**src/rtl/cu_astat_if.sv**
```systemverilog
// Bus access port of the arithmetic status stage:
// write strobes, write data and ASTAT/STKY readback.
interface cu_astat_if #(
    parameter int DATA_WIDTH = 16
);
    logic                  ps_astat_wen;
    logic                  ps_stky_wen;
    logic [DATA_WIDTH-1:0] xb_dt;
    logic [DATA_WIDTH-1:0] astat_xb_dt;
    logic [DATA_WIDTH-1:0] stky_xb_dt;

    modport master (
        output ps_astat_wen,
        output ps_stky_wen,
        output xb_dt,
        input  astat_xb_dt,
        input  stky_xb_dt
    );

    modport slave (
        input  ps_astat_wen,
        input  ps_stky_wen,
        input  xb_dt,
        output astat_xb_dt,
        output stky_xb_dt
    );
endinterface

```
**src/rtl/cu_astat.sv**
```systemverilog
// Arithmetic status stage: ASTAT/STKY capture from the ALU,
// compare accumulator and sequencer condition evaluation.
module cu_astat #(
    parameter int DATA_WIDTH = 16
) (
    input  logic       clk,
    input  logic       reset,
    input  logic       ps_alu_en,
    input  logic       alu_ps_az,
    input  logic       alu_ps_an,
    input  logic       alu_ps_ac,
    input  logic       alu_ps_av,
    input  logic       alu_ps_compd,
    input  logic [3:0] ps_cond,
    output logic       astat_ps_cond,
    cu_astat_if.slave  bus
);

    logic       alu_vld_q;
    logic       alu_vld_d;
    logic [3:0] flg_q;
    logic [3:0] flg_d;
    logic [7:0] cacc_q;
    logic [7:0] cacc_d;
    logic [1:0] stky_q;
    logic [1:0] stky_d;

    logic [3:0] flg_eff;
    logic [7:0] cacc_eff;
    logic [1:0] stky_eff;
    logic [1:0] stky_set;
    logic       cmp_gt;
    logic       cond_base;

    logic [DATA_WIDTH-1:0] astat_rd;
    logic [DATA_WIDTH-1:0] stky_rd;
    logic                  unused_xb;

    // Flag order in flg_*: {AV, AC, AN, AZ}; sticky order: {ACS, AVS}.
    always_comb begin
        cmp_gt   = ~alu_ps_az & ~alu_ps_an;
        stky_set = 2'b00;
        flg_eff  = flg_q;
        cacc_eff = cacc_q;
        if (alu_vld_q) begin
            stky_set = {alu_ps_ac, alu_ps_av};
            flg_eff  = {alu_ps_av, alu_ps_ac, alu_ps_an, alu_ps_az};
            if (alu_ps_compd) begin
                cacc_eff = {cacc_q[6:0], cmp_gt};
            end
        end
        stky_eff = stky_q | stky_set;
    end

    always_comb begin
        alu_vld_d = ps_alu_en;
        flg_d     = flg_eff;
        cacc_d    = cacc_eff;
        stky_d    = stky_eff;
        // A bus write overrides the whole ASTAT update.
        if (bus.ps_astat_wen) begin
            flg_d  = bus.xb_dt[3:0];
            cacc_d = bus.xb_dt[15:8];
        end
        // Sticky sets from the ALU survive a clearing write.
        if (bus.ps_stky_wen) begin
            stky_d = bus.xb_dt[1:0] | stky_set;
        end
    end

    always_ff @(posedge clk) begin
        if (!reset) begin
            alu_vld_q <= 1'b0;
            flg_q     <= 4'h0;
            cacc_q    <= 8'h00;
            stky_q    <= 2'b00;
        end else begin
            alu_vld_q <= alu_vld_d;
            flg_q     <= flg_d;
            cacc_q    <= cacc_d;
            stky_q    <= stky_d;
        end
    end

    always_comb begin
        cond_base = 1'b0;
        unique case (ps_cond[2:0])
            3'd0: cond_base = flg_eff[0];
            3'd1: cond_base = flg_eff[1] & ~flg_eff[0];
            3'd2: cond_base = flg_eff[1] | flg_eff[0];
            3'd3: cond_base = flg_eff[2];
            3'd4: cond_base = flg_eff[3];
            3'd5: cond_base = cacc_eff[0];
            3'd6: cond_base = stky_eff[0];
            3'd7: cond_base = 1'b1;
        endcase
        astat_ps_cond = cond_base ^ ps_cond[3];
    end

    always_comb begin
        astat_rd        = '0;
        astat_rd[15:0]  = {cacc_q, 4'h0, flg_q};
        stky_rd         = '0;
        stky_rd[1:0]    = stky_q;
    end

    assign bus.astat_xb_dt = astat_rd;
    assign bus.stky_xb_dt  = stky_rd;
    assign unused_xb       = ^bus.xb_dt;

endmodule
```
**src/flat_wrapper.sv**
```systemverilog
// flat-port wrapper written by rule: the top's interface ports become plain ports
module cu_astat_flat 
#(
    parameter int DATA_WIDTH = 16
)
  (clk, reset, ps_alu_en, alu_ps_az, alu_ps_an, alu_ps_ac, alu_ps_av, alu_ps_compd, ps_cond, astat_ps_cond, bus_ps_astat_wen, bus_ps_stky_wen, bus_xb_dt, bus_astat_xb_dt, bus_stky_xb_dt);
  cu_astat_if #(.DATA_WIDTH(DATA_WIDTH)) bus_i ();
  input  logic clk;
  input  logic reset;
  input  logic ps_alu_en;
  input  logic alu_ps_az;
  input  logic alu_ps_an;
  input  logic alu_ps_ac;
  input  logic alu_ps_av;
  input  logic alu_ps_compd;
  input  logic [3:0] ps_cond;
  output logic astat_ps_cond;
  input wire logic [$bits(bus_i.ps_astat_wen)-1:0] bus_ps_astat_wen;
  input wire logic [$bits(bus_i.ps_stky_wen)-1:0] bus_ps_stky_wen;
  input wire logic [$bits(bus_i.xb_dt)-1:0] bus_xb_dt;
  output wire logic [$bits(bus_i.astat_xb_dt)-1:0] bus_astat_xb_dt;
  output wire logic [$bits(bus_i.stky_xb_dt)-1:0] bus_stky_xb_dt;
  assign bus_i.ps_astat_wen = bus_ps_astat_wen;
  assign bus_i.ps_stky_wen = bus_ps_stky_wen;
  assign bus_i.xb_dt = bus_xb_dt;
  assign bus_astat_xb_dt = bus_i.astat_xb_dt;
  assign bus_stky_xb_dt = bus_i.stky_xb_dt;
  cu_astat #(.DATA_WIDTH(DATA_WIDTH)) u_core (.clk(clk), .reset(reset), .ps_alu_en(ps_alu_en), .alu_ps_az(alu_ps_az), .alu_ps_an(alu_ps_an), .alu_ps_ac(alu_ps_ac), .alu_ps_av(alu_ps_av), .alu_ps_compd(alu_ps_compd), .ps_cond(ps_cond), .astat_ps_cond(astat_ps_cond), .bus(bus_i));
endmodule
```
**config.mk**
```make
export PLATFORM = sky130hd
export DESIGN_NAME = cu_astat_flat
export DESIGN_NICKNAME = d
export VERILOG_FILES = /design/src/rtl/cu_astat_if.sv /design/src/rtl/cu_astat.sv /design/src/flat_wrapper.sv
export SDC_FILE = /design/constraint.sdc
export NUM_CORES = 1
export LEC_CHECK = 0
export CAP_MARGIN = 20
export CELL_PAD_IN_SITES_DETAIL_PLACEMENT = 1
export CELL_PAD_IN_SITES_GLOBAL_PLACEMENT = 1
export CORE_ASPECT_RATIO = 0.9
export CORE_MARGIN = 2
export CORE_UTILIZATION = 26
export DETAILED_ROUTE_END_ITERATION = 16
export GPL_TIMING_DRIVEN = 0
export PLACE_DENSITY = 0.85
export SETUP_SLACK_MARGIN = 0.1
export SYNTH_ARGS = -nofsm -noshare
export SYNTH_HDL_FRONTEND = slang
export SYNTH_SLANG_ARGS = --single-unit
```
**constraint.sdc**
```tcl
create_clock -name clk -period 4 [get_ports clk]
set_input_delay 0.8 -clock clk [delete_from_list [all_inputs] [get_ports clk]]
set_output_delay 0.8 -clock clk [all_outputs]
set_load 0.05 [all_outputs]
```
==> impl_metrics.toml <==
[power_and_ir_drop]
total_power_uw = 470
peakVddDrop_v = 0.000150
p_leak_nw = 0.695
power_density_nw_per_um2 = 312

[timing]
max_freq_mhz = 268
finalHoldViolations = 0
slew_headroom_pct = 66.3
rsz0062_at_grt = "false"
worst_pin_slew_ns = 0.504
fin_crit_sh_pct = 93.2
finalClockSkew_ns = 0.00435
maxSlewViolCount = 0
finalCriticalPeriod_ns = 3.73
setup_viol = 0
setup_ws_ns = 0.274

[floorplan]
core_area_um2 = 3450
chipWidth_um = 67.8
die_y_um = 61.4
start_util_pct = 27.6
io_pins = 63
rows = 20
fp.dieArea_um2 = 4160

[grt]
grt_pass1_wl_um = 4260
grt_use_total_pct = 13.8
grt_start_max_net_pins = 11
grt_pass1_vias = 929
gr-total-overflow = 0
antenna_found_initial = 0

[logic_synthesis]
syn_area_um2 = 952
synth_top_area_share_pct = 31.5
ys_ff_latch = 15
synthTopCellsByArea = "dfxtp_1 32%, buf_4 14%, mux2i_1 12%"
synthArstFlopShare_pct = 0
postSynthCellCount = 111
synth_largest_area_cell = "dfxtp_1"
syn_area_per_cell_um2 = 8.58
synth_edf_count = 0
yosys.cell_types.count = 30
ys_seq_area_share_pct = 31.5
synth-main-ff-cell = "dfxtp_1"
yosysWarnings = 0

[route]
drt_pass1_iterations = 4
routed-wl-met3_um = 161
final_antenna_net_count = 0
vias = 908
dr_wl_met2_um = 1460
totalWireLength_um = 2770
wl_met1_um = 1110
wl_per_cell_um = 12.9
drc_errors = 0
dr.max_layer_used = "met4"
via_per_inst = 4.22
first_iter_violations = 34

[critical_path]
path_max_fanout = 8
worst_ep_required_time_ns = 3.20
r2r-start = "u_core.alu_vld_q$_SDFF_PN0_"
r2r-end = "u_core.cacc_q[0]$_SDFF_PN0_"
crit_arrival_ns = 2.93
ff2ff_setup_slack_ns = 2.75
r2r_cells = 5
end_kind = "output port"
startpoint_type = "input port"
critPathKind = "in2out"

[cells_and_area]
final_cell_mix = "38 x clkdlybuf4s50_1, 18 x buf_4, 18 x conb_1"
nets = 202
drive_above_1_share_pct = 16.4
area_growth_pct = 58.2
layout_commonest_cell = "clkdlybuf4s50_1"
antenna_cells = 0
fillers = 435

[clock_network]
clk_path_buf_depth = 2
worstSkewPairLatency_ns = 0.24
clk_pin_slew_worst_paths_ns = 0.06
hold_buffers = 0
cts_root_buf = "clkbuf_8"
post-cts-setup-buffers = 0
htreeDepth = 1
numCtsBuffers = 3
cts_resized = 1
clkSinkCount = 15
cts_tree = "yes"

[min_path]
hp-class = "reg2reg"
min_path_cells = 2
holdCritStartpoint = "u_core.stky_q[1]$_SDFF_PN0_"
min_to = "u_core.stky_q[1]$_SDFF_PN0_"

[placed_design]
io_buffers = 39
place_congestion = 0.753
post-dp-hpwl_um = 2310
dp_slack_ns = -0.0172

[flow_run]
cap_violations = 0

[status]
outcome = "completed"
## stage by stage
step	setup TNS [ns]	cells	cell area [um2]	utilization [%]	hold slack, ns
6_report	0	215	1510	43.6	0.563
5_1_grt	0	215	1510	43.6	0.627
4_1_cts	0	215	1510	43.6	0.580
3_5_place_dp	-0.0172	211	1460	42.3	0.572
3_3_place_gp	-0.0232	211	1460	42.3	0.563
2_1_floorplan	0	128	1020	-	0.585
## area by class of cell
class                      instances  area, um2  share of cell area [%]
multi-input combinational         87        543                    36.0
clock buffer                       3       41.3                    2.74
clock inverter                     1       5.00                   0.332
inverter                           3       11.3                   0.748
buffer                            23        161                    10.7
timing repair buffer              39        389                    25.8
sequential                        15        300                    19.9
tap                               44       55.1                    3.65
## kinds of logic (layout without fill, tap and decap cells)
| family | after synthesis | count (layout) | share of synthesized area (%) |
|---|---|---|---|
| multiplexers | 13 | 13 | 13.9 |
| flip-flops | 15 | 15 | 31.5 |
| other | 1 | 18 | 0.394 |
| AO/OA/AOI/OAI | 22 | 22 | 15.0 |
| buffers and inverters | 26 | 69 | 18.1 |
| XOR/XNOR | 1 | 1 | 0.920 |
| AND/OR/NAND/NOR | 33 | 33 | 20.1 |
## Yosys cell counts (2+ instances only)
library cell   n
o21ai_0       11
a211oi_1       3
mux2i_1       11
nand2_1       11
nand2b_1       2
and2_1        11
buf_4         18
inv_1          3
mux2_2         2
dfxtp_1       15
clkbuf_1       4
a21oi_1        2
## layer usage
layer | vias to the layer above | global-route usage [%]
met5 | - | 0
met4 | 0 | 5.71
met3 | 2 | 2.38
met2 | 28 | 26.1
met1 | 418 | 15.4
li1 | 460 | -
## sequential cells by signal, indices dropped and copies added, names as in the netlist
name              flops
u_core.alu_vld_q      1
u_core.cacc_q         8
u_core.flg_q          4
u_core.stky_q         2
## how the worst max path moves through the flow
| stage | from | slack, ns | cells past startpoint | endpoint |
|---|---|---|---|---|
| floorplan | ps_cond[0] | 0.76 | 5 | astat_ps_cond |
| global placement | alu_ps_compd | -0.02 | 7 | astat_ps_cond |
| detailed placement | alu_ps_compd | -0.02 | 7 | astat_ps_cond |
| CTS | alu_ps_compd | 0.25 | 7 | astat_ps_cond |
| global route | alu_ps_compd | 0.17 | 7 | astat_ps_cond |
| finish | alu_ps_compd | 0.27 | 7 | astat_ps_cond |
## where the power goes
part	leakage (nW)	switching (mW)	internal, mW	total (mW)
clock network	0.0255	0.0525	0.0688	0.121
logic	0.545	0.113	0.0698	0.183
registers	0.124	0.00675	0.159	0.166
total	0.695	0.172	0.298	0.470
## critical path: stages
cell             delay [ns]
clkdlybuf4s50_1        0.56
nand2_8                0.11
mux2i_1                0.17
a2111o_1               0.43
a21oi_1                0.18
xor2_1                 0.15
dlygate4sd2_1          0.54
(Power assumes the default switching activity.)
==> edit 1, RTL diff (same settings) <==
`DATA_WIDTH` is set to 16 in 3 places; all go to 18.
--- a/src/rtl/cu_astat_if.sv
+++ b/src/rtl/cu_astat_if.sv
@@ -1,7 +1,7 @@
 // Bus access port of the arithmetic status stage:
 // write strobes, write data and ASTAT/STKY readback.
 interface cu_astat_if #(
-    parameter int DATA_WIDTH = 16
+    parameter int DATA_WIDTH = 18
 );
     logic                  ps_astat_wen;
     logic                  ps_stky_wen;
--- a/src/rtl/cu_astat.sv
+++ b/src/rtl/cu_astat.sv
@@ -1,7 +1,7 @@
 // Arithmetic status stage: ASTAT/STKY capture from the ALU,
 // compare accumulator and sequencer condition evaluation.
 module cu_astat #(
-    parameter int DATA_WIDTH = 16
+    parameter int DATA_WIDTH = 18
 ) (
     input  logic       clk,
     input  logic       reset,
--- a/src/flat_wrapper.sv
+++ b/src/flat_wrapper.sv
@@ -1,7 +1,7 @@
 // flat-port wrapper written by rule: the top's interface ports become plain ports
 module cu_astat_flat 
 #(
-    parameter int DATA_WIDTH = 16
+    parameter int DATA_WIDTH = 18
 )
   (clk, reset, ps_alu_en, alu_ps_az, alu_ps_an, alu_ps_ac, alu_ps_av, alu_ps_compd, ps_cond, astat_ps_cond, bus_ps_astat_wen, bus_ps_stky_wen, bus_xb_dt, bus_astat_xb_dt, bus_stky_xb_dt);
   cu_astat_if #(.DATA_WIDTH(DATA_WIDTH)) bus_i ();
Interface: changed (resized bus_astat_xb_dt, bus_stky_xb_dt and bus_xb_dt); port bits go from 63 to 69. The function was not compared with the original's and may differ.
==> edit 1 against the unedited design <==
Setup slack lost 0.0035 ns; sequential cell count is the same; clock skew shrank 0.0031 ns; global-route usage shrank 1.8 points; combinational power grew 5%; routed wire length shrank 11%; synthesized cell count grew 3.6%; total power grew 1.5%; synthesized area grew 3.2%; cell area grew 3.2%; largest power group unchanged.
==> edit 1: results <==
# TYPE chip_impl_metric gauge
chip_impl_info{name="status",value="completed"} 1
chip_impl_metric{name="yosys.area_share.xor_xnor",unit="%"} 0.892
chip_impl_metric{name="timing_worst_slew_pin_value",unit="ns"} 0.515
chip_impl_metric{name="achievable_freq",unit="GHz"} 0.268
chip_impl_metric{name="gpl.final_weighted_congestion",unit=""} 0.673
chip_impl_metric{name="dp_hpwl",unit="um"} 1970
chip_impl_metric{name="grt_usage",unit="%"} 12.0
chip_impl_metric{name="final_setup_skew",unit="ns"} 0.00123
chip_impl_info{name="ys_top_cells_by_count",value="sky130_fd_sc_hd__buf_4 (22), sky130_fd_sc_hd__dfxtp_1 (15)"} 1
chip_impl_metric{name="dp.cells",unit=""} 221
chip_impl_metric{name="synthesis.area_per_instance",unit="um^2"} 8.54
chip_impl_metric{name="preCtsSetupSlack",unit="ns"} -0.0146
chip_impl_info{name="clock_root_buffer_master",value="sky130_fd_sc_hd__clkbuf_8"} 1
chip_impl_metric{name="wl_per_cell",unit="um"} 10.9
chip_impl_info{name="yosys-top-cells-area",value="sky130_fd_sc_hd__dfxtp_1 (31%), sky130_fd_sc_hd__buf_4 (17%), sky130_fd_sc_hd__mux2i_1 (11%)"} 1
chip_impl_metric{name="async_reset_ff_share",unit="%"} 0
chip_impl_metric{name="wire_length_of_the_first_global_routing_pass",unit="um"} 3910
chip_impl_metric{name="final_layout_size_suffix_gt1_share",unit="%"} 17.9
chip_impl_metric{name="worst_ir_drop_vdd",unit="mV"} 0.0843
chip_impl_metric{name="reg2reg_setup_slack",unit="ns"} 2.77
chip_impl_metric{name="vias_per_cell",unit=""} 4.03
chip_impl_metric{name="leakagePower",unit="nW"} 0.730
chip_impl_metric{name="area_fraction_in_compound_gates_after_synthesis",unit="%"} 14.5
chip_impl_metric{name="port-buffer-count",unit=""} 39
chip_impl_metric{name="yosys_warnings",unit=""} 0
chip_impl_metric{name="minimum_setup_slack_in_the_final_design",unit="ns"} 0.270
chip_impl_metric{name="synth.area.mux_share",unit="%"} 13.5
chip_impl_metric{name="drt_pass1_iterations",unit=""} 2
chip_impl_metric{name="ys_seq_area_share",unit="%"} 30.6
chip_impl_metric{name="fillers",unit=""} 466
chip_impl_info{name="worst_hold_launch",value="u_core.stky_q[1]$_SDFF_PN0_"} 1
chip_impl_metric{name="post_dp_cell_area",unit="mm^2"} 0.00151
chip_impl_metric{name="grt_pass1_vias",unit=""} 875
chip_impl_metric{name="num-nets-final",unit=""} 212
chip_impl_metric{name="final.hold.worst_slack",unit="ns"} 0.570
chip_impl_metric{name="dr.first_iter.drc_count",unit=""} 20
chip_impl_metric{name="post_layout_nonfiller_instances",unit=""} 225
chip_impl_metric{name="yosys.area_share.adder",unit="%"} 0
edit 1: layer usage:
metal / global-route usage (%) / routed length [um] / part of all wire [%] / vias to the layer above
li1: - / - / - / 473
met1: 15.2 / 1080 / 44 / 404
met2: 19.7 / 1190 / 49 / 27
met3: 1.63 / 151 / 6.2 / 2
met4: 5.15 / 29 / 1.2 / 0
met5: 0 / 0 / 0 / -
edit 1: power by group:
| part | switching, W | internal, W | total (W) | leakage, nW |
|---|---|---|---|---|
| registers | 0.00000640 | 0.000159 | 0.000165 | 0.124 |
| clock network | 0.0000510 | 0.0000688 | 0.000120 | 0.0255 |
| logic | 0.000119 | 0.0000724 | 0.000192 | 0.580 |
| total | 0.000177 | 0.000300 | 0.000477 | 0.730 |
edit 1: cell type report:
class	instances	area [um^2]	share of cell area (%)
multi-input combinational	91	558	35.9
timing repair buffer	39	389	25.0
sequential	15	300	19.3
buffer	27	191	12.3
tap	46	57.6	3.70
clock buffer	3	41.3	2.66
inverter	3	11.3	0.725
clock inverter	1	5.00	0.322
==> edit 2, RTL diff (same flow settings) <==
Without the edit above. Register the input `alu_ps_an` before use, cleared by the reset. The logic sees it one clock later. The other inputs are not delayed to match.
--- a/src/rtl/cu_astat.sv
+++ b/src/rtl/cu_astat.sv
@@ -15,6 +15,16 @@
     output logic       astat_ps_cond,
     cu_astat_if.slave  bus
 );
+
+    logic alu_ps_an_q;
+
+    always_ff @(posedge clk) begin
+        if (!reset) begin
+            alu_ps_an_q <= '0;
+        end else begin
+            alu_ps_an_q <= alu_ps_an;
+        end
+    end
 
     logic       alu_vld_q;
     logic       alu_vld_d;
@@ -38,13 +48,13 @@
 
     // Flag order in flg_*: {AV, AC, AN, AZ}; sticky order: {ACS, AVS}.
     always_comb begin
-        cmp_gt   = ~alu_ps_az & ~alu_ps_an;
+        cmp_gt   = ~alu_ps_az & ~alu_ps_an_q;
         stky_set = 2'b00;
         flg_eff  = flg_q;
         cacc_eff = cacc_q;
         if (alu_vld_q) begin
             stky_set = {alu_ps_ac, alu_ps_av};
-            flg_eff  = {alu_ps_av, alu_ps_ac, alu_ps_an, alu_ps_az};
+            flg_eff  = {alu_ps_av, alu_ps_ac, alu_ps_an_q, alu_ps_az};
             if (alu_ps_compd) begin
                 cacc_eff = {cacc_q[6:0], cmp_gt};
             end
Check against the original RTL: not equivalent (Yosys sat finds a counterexample within 4 cycles, from zero or initial values and one cycle with reset low).
==> edit 2 against the unedited design <==
Routed wire length fell by 4.4%; clock skew increased by 0.0038 ns; sequential power up 7%; cell area rose by 2.5%; setup slack got worse by 0.037 ns; total power up 7.2%; core utilization shrank 1.3 points; sequential cell count grew 1; synthesized area increased by 2.8%; critical endpoint unchanged.
==> edit 2: results <==
# TYPE chip_impl_metric gauge
chip_impl_metric{name="final_setup_skew",unit="ns"} 0.00815
chip_impl_info{name="clock_root_buffer_master",value="sky130_fd_sc_hd__clkbuf_8"} 1
chip_impl_metric{name="wire_length_of_the_first_global_routing_pass",unit="um"} 4280
chip_impl_info{name="timing.hold.worst.class",value="register to register"} 1
chip_impl_info{name="status",value="completed"} 1
chip_impl_info{name="ys_top_cells_by_count",value="sky130_fd_sc_hd__buf_4 (18), sky130_fd_sc_hd__dfxtp_1 (16), sky130_fd_sc_hd__and2_1 (12)"} 1
chip_impl_metric{name="met1Wirelength",unit="um"} 1130
chip_impl_metric{name="maxSlewHeadroom",unit="%"} 66.1
chip_impl_info{name="top_layer",value="met4"} 1
chip_impl_metric{name="final_layout_size_suffix_gt1_share",unit="%"} 16.2
chip_impl_metric{name="preCtsSetupSlack",unit="ns"} -0.0719
chip_impl_metric{name="leakagePower",unit="nW"} 0.709
chip_impl_metric{name="grt_max_degree",unit=""} 11
chip_impl_metric{name="clk-insertion-delay-late",unit="ns"} 0.25
chip_impl_metric{name="dp_hpwl",unit="um"} 2160
chip_impl_metric{name="num_antenna_cells",unit=""} 0
chip_impl_metric{name="crit_path_max_fanout",unit=""} 8
chip_impl_metric{name="route.final.wire_length",unit="um"} 2650
chip_impl_info{name="yosys-top-cells-area",value="sky130_fd_sc_hd__dfxtp_1 (33%), sky130_fd_sc_hd__buf_4 (14%), sky130_fd_sc_hd__mux2i_1 (11%)"} 1
chip_impl_metric{name="grt_pass1_vias",unit=""} 903
chip_impl_metric{name="fillers",unit=""} 448
chip_impl_metric{name="gpl.final_weighted_congestion",unit=""} 0.838
chip_impl_metric{name="synthesis.instances",unit=""} 113
chip_impl_metric{name="vias_per_cell",unit=""} 4.10
chip_impl_metric{name="yosys_warnings",unit=""} 0
chip_impl_metric{name="arrival",unit="ns"} 2.96
chip_impl_metric{name="grt_usage",unit="%"} 13.2
chip_impl_metric{name="post_layout_nonfiller_instances",unit=""} 219
chip_impl_metric{name="met3WireLength",unit="um"} 138
chip_impl_metric{name="num-nets-final",unit=""} 204
chip_impl_metric{name="drt_pass1_iterations",unit=""} 4
chip_impl_metric{name="sum_of_met2_wire_segment_lengths_after_detailed_routing",unit="um"} 1360
chip_impl_metric{name="worst_ir_drop_vdd",unit="mV"} 0.164
chip_impl_metric{name="cts_max_path_buffers",unit=""} 2
chip_impl_info{name="largest_registers",value="u_core.cacc_q (8), u_core.flg_q (4), u_core.stky_q (2)"} 1
chip_impl_metric{name="dr.first_iter.drc_count",unit=""} 14
chip_impl_metric{name="ys_seq_area_share",unit="%"} 32.7
-- edit 2: cell count changes after synthesis --
cell / before / now
sky130_fd_sc_hd__dfxtp_1: 15 / 16
sky130_fd_sc_hd__and2_1: 11 / 12
-- edit 2: per-layer routing --
metal  vias up  global-route usage [%]
met5         -                       0
met4         0                    3.00
met3         2                    3.26
met2        25                    23.0
met1       399                    15.9
li1        471                       -
-- edit 2: cell type report --
type                    instances  area [um^2]  share of cell area, %
well taps                      46         57.6                   3.73
clock buffers                   4         55.1                   3.57
inverters                       3         11.3                  0.729
flip-flops and latches         16          320                   20.7
plain buffers                  23          161                   10.5
multi-input cells              88          549                   35.6
repair buffers                 39          389                   25.2
-- edit 2: final timing paths --
path,startpoint,to,slack [ns],depth (start not counted)
hold reg to reg,u_core.stky_q[1]$_SDFF_PN0_,u_core.stky_q[1]$_SDFF_PN0_,0.56,2
setup reg to reg,u_core.alu_vld_q$_SDFF_PN0_,u_core.cacc_q[0]$_SDFF_PN0_,2.78,5
hold / removal,u_core.stky_q[1]$_SDFF_PN0_,u_core.stky_q[1]$_SDFF_PN0_,0.56,2
setup / recovery,alu_ps_compd,astat_ps_cond,0.24,7
-- edit 2: critical path: stages --
cell                              delay [ns]
sky130_fd_sc_hd__clkdlybuf4s50_1        0.56
sky130_fd_sc_hd__nand2_8                0.11
sky130_fd_sc_hd__mux2i_1                0.17
sky130_fd_sc_hd__a2111o_1               0.42
sky130_fd_sc_hd__a21oi_1                0.21
sky130_fd_sc_hd__xor2_1                 0.15
sky130_fd_sc_hd__dlygate4sd2_1          0.54
-- edit 2: power by group --
| group | total [W] | internal, W | switching [W] |
|---|---|---|---|
| clock | 0.000145 | 0.0000874 | 0.0000575 |
| sequential | 0.000177 | 0.000169 | 0.00000711 |
| combinational | 0.000182 | 0.0000700 | 0.000112 |
| total | 0.000503 | 0.000327 | 0.000176 |
-- edit 2: kinds of logic after synthesis --
| family | after synthesis | share of synthesized area [%] |
|---|---|---|
| other cells | 1 | 0.383 |
| mux | 13 | 13.6 |
| simple gates | 34 | 20.2 |
| compound gates | 22 | 14.6 |
| buf+inv | 26 | 17.6 |
| xor+xnor | 1 | 0.895 |
| flops | 16 | 32.7 |
-- edit 2: what timing repair did --
| item | 4_1_cts | 5_1_grt |
|---|---|---|
| resized for setup | 1 | 0 |
| buffers inserted | 0 | 0 |
| setup endpoints to repair | 1 | 0 |
| hold endpoints to repair | 0 | 0 |
-- edit 2: through the flow --
step	power (W)	hold slack (ns)	util [%]	area [um^2]
floorplan	0.000304	0.585	-	1040
global route	0.000528	0.645	42.3	1540
finish	0.000503	0.558	42.3	1540
CTS	0.000506	0.559	42.3	1540
detailed placement	0.000364	0.555	40.8	1490
global placement	0.000361	0.566	40.8	1490
